File: src/rtl/multicycle_ctrl.sv
// rtl/multicycle_ctrl.sv - multi-cycle MIPS-subset sequencer with shared memory port and timeout
module multicycle_ctrl #(
    parameter int MAX_WAIT = 15
) (
    input  logic        clock,
    input  logic        reset,
    input  logic [5:0]  Opcode,
    input  logic [5:0]  Function_opcode,
    input  logic        mem_ready,
    input  logic        halt,
    output logic        mem_read,
    output logic        mem_write,
    output logic        mem_addr_sel,
    output logic        ir_write,
    output logic        reg_write,
    output logic        pc_write,
    output logic [2:0]  state,
    output logic        bus_err,
    output logic [31:0] instr_count
);

    localparam int WW = $clog2(MAX_WAIT + 1);
    localparam logic [WW-1:0] WAIT_LAST = WW'(MAX_WAIT);

    typedef enum logic [2:0] {
        S_FETCH  = 3'd0,
        S_DECODE = 3'd1,
        S_EXEC   = 3'd2,
        S_MEM    = 3'd3,
        S_WB     = 3'd4,
        S_ERR    = 3'd7
    } state_t;

    state_t        state_q, state_d;
    logic [WW-1:0] wait_q;
    logic          bus_err_q;
    logic [31:0]   count_q;

    logic rd_c, wr_c, sel_c, ir_c, reg_c, pc_c;

    // Opcode classes of the supported subset
    logic is_r, is_jr, is_j, is_jal, is_br, is_lw, is_sw, is_i, known;
    assign is_r   = (Opcode == 6'h00);
    assign is_jr  = is_r && (Function_opcode == 6'h08);
    assign is_j   = (Opcode == 6'h02);
    assign is_jal = (Opcode == 6'h03);
    assign is_br  = (Opcode == 6'h04) || (Opcode == 6'h05);
    assign is_lw  = (Opcode == 6'h23);
    assign is_sw  = (Opcode == 6'h2B);
    assign is_i   = (Opcode[5:3] == 3'b001);
    assign known  = is_r || is_j || is_jal || is_br || is_lw || is_sw || is_i;

    logic timeout;
    assign timeout = !mem_ready && (wait_q == WAIT_LAST);

    // State register, wait counter, sticky error and retire counter
    always_ff @(posedge clock or posedge reset) begin
        if (reset) begin
            state_q   <= S_FETCH;
            wait_q    <= '0;
            bus_err_q <= 1'b0;
            count_q   <= '0;
        end else begin
            state_q <= state_d;
            if (state_d != state_q)
                wait_q <= '0;
            else if ((rd_c || wr_c) && !mem_ready)
                wait_q <= wait_q + 1'b1;
            if (state_d == S_ERR)
                bus_err_q <= 1'b1;
            if (pc_c)
                count_q <= count_q + 32'd1;
        end
    end

    // Next-state and strobe decode
    always_comb begin
        state_d = state_q;
        rd_c    = 1'b0;
        wr_c    = 1'b0;
        sel_c   = 1'b0;
        ir_c    = 1'b0;
        reg_c   = 1'b0;
        pc_c    = 1'b0;
        case (state_q)
            S_FETCH: begin
                if (!halt) begin
                    rd_c = 1'b1;
                    if (mem_ready) begin
                        ir_c    = 1'b1;
                        state_d = S_DECODE;
                    end else if (timeout) begin
                        state_d = S_ERR;
                    end
                end
            end
            S_DECODE: begin
                // jr is an R-type, so it must be tested before the generic R path
                if (is_j || is_jr || !known) begin
                    pc_c    = 1'b1;
                    state_d = S_FETCH;
                end else if (is_jal) begin
                    state_d = S_WB;
                end else begin
                    state_d = S_EXEC;
                end
            end
            S_EXEC: begin
                if (is_br) begin
                    pc_c    = 1'b1;
                    state_d = S_FETCH;
                end else if (is_lw || is_sw) begin
                    state_d = S_MEM;
                end else begin
                    state_d = S_WB;
                end
            end
            S_MEM: begin
                sel_c = 1'b1;
                rd_c  = is_lw;
                wr_c  = is_sw;
                if (mem_ready) begin
                    if (is_lw) begin
                        state_d = S_WB;
                    end else begin
                        pc_c    = 1'b1;
                        state_d = S_FETCH;
                    end
                end else if (timeout) begin
                    state_d = S_ERR;
                end
            end
            S_WB: begin
                reg_c   = 1'b1;
                pc_c    = 1'b1;
                state_d = S_FETCH;
            end
            S_ERR: begin
                state_d = S_ERR;
            end
            default: begin
                state_d = S_FETCH;
            end
        endcase
    end

    // Strobes are held low for as long as reset is asserted
    assign mem_read     = rd_c  & ~reset;
    assign mem_write    = wr_c  & ~reset;
    assign mem_addr_sel = sel_c & ~reset;
    assign ir_write     = ir_c  & ~reset;
    assign reg_write    = reg_c & ~reset;
    assign pc_write     = pc_c  & ~reset;

    assign state       = state_q;
    assign bus_err     = bus_err_q;
    assign instr_count = count_q;

endmodule

File: config.mk
export PLATFORM = sky130hd
export DESIGN_NAME = multicycle_ctrl
export DESIGN_NICKNAME = d
export VERILOG_FILES = /design/src/rtl/multicycle_ctrl.sv
export SDC_FILE = /design/constraint.sdc
export NUM_CORES = 1
export LEC_CHECK = 0
export CAP_MARGIN = 20
export CORE_UTILIZATION = 43
export DETAILED_ROUTE_END_ITERATION = 10
export PLACE_DENSITY = 0.75
export SLEW_MARGIN = 15
export SYNTH_ARGS = -nofsm -noshare
export SYNTH_HDL_FRONTEND = slang
export SYNTH_SLANG_ARGS = --single-unit
File: constraint.sdc
create_clock -name clock -period 2 [get_ports clock]
set_clock_uncertainty 0.1 [all_clocks]
set_input_delay 0.3 -clock clock [delete_from_list [all_inputs] [get_ports clock]]
set_output_delay 0.3 -clock clock [all_outputs]
set_load 0.01 [all_outputs]
==> impl_metrics.json, run 1 <==
{
  "outcome": "finished, violations left",
  "violations": "setup timing",
  "vias": 2172,
  "grt_start_max_net_pins": 24,
  "first_iter_violations": 118,
  "min_period_over_period": 1.067,
  "fin_ws_ns": -0.1338,
  "ys_top_cells_by_area": "dfrtp_1, xnor2_1, nand4_1, and3_1, nand3_1",
  "vias_per_cell": 5.612,
  "cp_cell_sequence": "or3b_4 -> nor4_2 -> or3_4 -> and2_4 -> buf_6",
  "synthArstFlopShare": 1.000,
  "antenna_found_initial": 0,
  "cts_hold_buf": 0,
  "synthFlopType": "dfrtp_1",
  "synth_cells": 212,
  "crit_buf_inv": 1,
  "critical_path_class": "register to output port",
  "cp_top_family": "simple AND/OR/NAND/NOR gates",
  "synth_nets": 230,
  "power_mw": 2.203,
  "cp.arrival_ns": 1.73,
  "area_growth_pct": 57.81,
  "ys_warn_count": 0,
  "coreArea_um2": 4755,
  "cts_buffers": 5,
  "dp_hpwl_mm": 3.606,
  "worst_slew_margin_rel": 0.7481,
  "final_nets": 337,
  "fin_crit_ns": 2.134,
  "hold_path.class": "register to register",
  "drt-wirelength-per-cell_um": 15.89,
  "grt_pass1_wl_mm": 9.439,
  "ys_seq_area_frac": 0.4681,
  "fmax_mhz": 468.6,
  "diodes": 0,
  "drive_gt1_frac": 0.3031,
  "stdcell_count": 387,
  "leakage_nw": 1.522,
  "crit_fanout": 3,
  "hold_viol_final": 0,
  "gp_congestion": 0.8730,
  "drt-total-wl_mm": 6.151,
  "startpoint_type": "register",
  "path_clk_slew_ns": 0.07,
  "rsz0062_at_grt": "yes",
  "clock-sinks": 40,
  "post_synth_num_cell_types": 39,
  "fp-row-count": 25,
  "grt_overflow_total": 0,
  "hold_ws_ns": 0.3687,
  "syn_area_per_cell_um2": 10.09,
  "ys_seq_elements": 40,
  "drv_cap": 0,
  "ant_nets": 0,
  "synth_top_area_share": 0.4681,
  "start_util": 0.4497,
  "pre_cts_ws_ns": -0.7612,
  "slew_viol_final": 0,
  "stdcell_area_um2": 3374,
  "ff_latch_area_um2": 1003,
  "nFillCells": 346,
  "syn_area_um2": 2138,
  "dp_cells": 357,
  "die_w_um": 72.52,
  "placed_area_um2": 2957,
  "die_h_um": 72.52,
  "ir_drop_v": 0.0007570,
  "firstDrtPassIters": 4,
  "htree_levels": 2,
  "worstSetupEndpointType": "output port",
  "required_ns": 1.60,
  "clock_tree.root_cell": "clkbuf_8",
  "slowest_stage": "or3b_4",
  "power.density_nw_per_um2": 652.8,
  "drc": 0,
  "setup_violations": 8,
  "yosys.area.top_type": "dfrtp_1",
  "cts_tree": "done",
  "multiInputGateArea_um2": 1197,
  "grt_pass1_vias": 1975,
  "port-buffer-count": 57,
  "grt.total_usage": 0.2319,
  "clockBufferDepth": 2,
  "pin_count": 58,
  "slowest_delay_ns": 0.42,
  "tightestPinTransition_ns": 0.3778,
  "clock_latency_ns": 0.28,
  "synth-edff-count": 0,
  "dieArea_um2": 5259
}
[worst paths after layout]
path / slack [ns] / startpoint / cells past startpoint / endpoint
worst max-delay path: -0.13 / state[2] / 5 / pc_write
worst min-delay path: 0.37 / bus_err / 1 / bus_err
worst max register to register: -0.13 / state[2] / 9 / wait_q[3]
worst min register to register: 0.37 / bus_err / 1 / bus_err
max in group asynchronous: 1.04 / reset / 3 / state[0]
min in group asynchronous: 0.49 / reset / 3 / instr_count[20]
[what timing repair did]
action | 4_1_cts | 5_1_grt
setup endpoints to repair | 42 | 42
cloned | 2 | 1
setup buffers | 18 | 4
pin swaps | 20 | 21
resized for setup | 54 | 30
[through the flow]
stage          utilization  setup TNS [ns]
6_report            0.7097         -0.6682
5_1_grt             0.7097          -1.898
4_1_cts             0.6947         -0.4245
3_5_place_dp        0.6218          -18.12
3_3_place_gp        0.6218          -17.29
2_1_floorplan            -               0
[metal layers]
metal / track usage / part of all wire
met2: 0.3956 / 0.52
met1: 0.2950 / 0.40
met3: 0.04444 / 0.055
met5: 0 / 0
met4: 0.07843 / 0.019
[cell families (layout without fill, tap and decap cells)]
| group | after synthesis | after routing | synth area share |
|---|---|---|---|
| AND/OR/NAND/NOR | 105 | 105 | 0.2762 |
| flip-flops | 40 | 40 | 0.4681 |
| AO/OA/AOI/OAI | 19 | 19 | 0.06144 |
| XOR/XNOR | 34 | 34 | 0.1393 |
| buffers and inverters | 10 | 118 | 0.03335 |
| adder cells (fa/ha/maj) | 2 | 2 | 0.01170 |
| multiplexers | 2 | 2 | 0.009947 |
[worst register-to-register path: stages, from the launching register on]
cell      delay [ns]
dfrtp_2         0.41
buf_6           0.13
nand3b_1        0.17
or3_4           0.37
buf_4           0.15
buf_6           0.11
a21oi_4         0.19
nand4_1         0.16
xor2_1          0.16
nor2_1          0.06
[synthesized netlist by cell type (2+ instances only)]
master,n
and2_1,3
nand4b_1,3
o21ai_0,2
nand3_1,15
a21o_1,3
nor3_1,4
nand2b_1,3
or3_1,3
buf_6,4
o221ai_1,2
inv_1,2
xor2_1,3
nor2b_1,2
and3_1,15
xnor2_1,31
and4_1,2
nor2_1,16
a21oi_1,5
nand2_1,9
nor4_1,3
nand4_1,21
ha_1,2
buf_2,3
o21a_1,2
dfrtp_1,40
[report_power, final]
group / total (mW) / switching (mW) / internal, mW
clock network: 0.546 / 0.270 / 0.275
logic: 0.732 / 0.360 / 0.372
registers: 0.926 / 0.0522 / 0.874
[sequential cells by signal (all words and copies together) (netlist names)]
| register | count |
|---|---|
| wait_q | 4 |
| bus_err | 1 |
| instr_count | 32 |
| state | 3 |
[cells in the final DEF (no fill, tap or decap), types with 3 or more instances in the layout]
master,netlist,layout
buf_4,0,43
clkdlybuf4s50_1,0,40
dfrtp_1,40,38
xnor2_1,31,31
nand4_1,21,21
and3_1,15,15
nor2_1,16,14
nand3_1,15,14
nand2_1,9,8
clkbuf_8,0,6
clkbuf_2,0,6
buf_6,4,5
buf_2,3,4
nand2b_1,3,3
nand4b_1,3,3
a21o_1,3,3
xor2_1,3,3
clkdlybuf4s15_1,0,3
[area by class of cell]
type	count	share of cell area
multi-input cells	162	0.3548
repair buffers	108	0.2933
inverters	2	0.002225
clock inverters	2	0.002966
well taps	67	0.02484
flip-flops and latches	40	0.2974
clock buffers	6	0.02447
Power figures use the tool's default switching activity.
==> inputs of run 2 (changes only) <==
--- a/config.mk
+++ b/config.mk
@@ -13,3 +13,4 @@
 export SYNTH_ARGS = -nofsm -noshare
 export SYNTH_HDL_FRONTEND = slang
 export SYNTH_SLANG_ARGS = --single-unit
+export TNS_END_PERCENT = 100
==> results of run 2 <==
No change in the layout: final DEF, timing and power equal those of run 1.
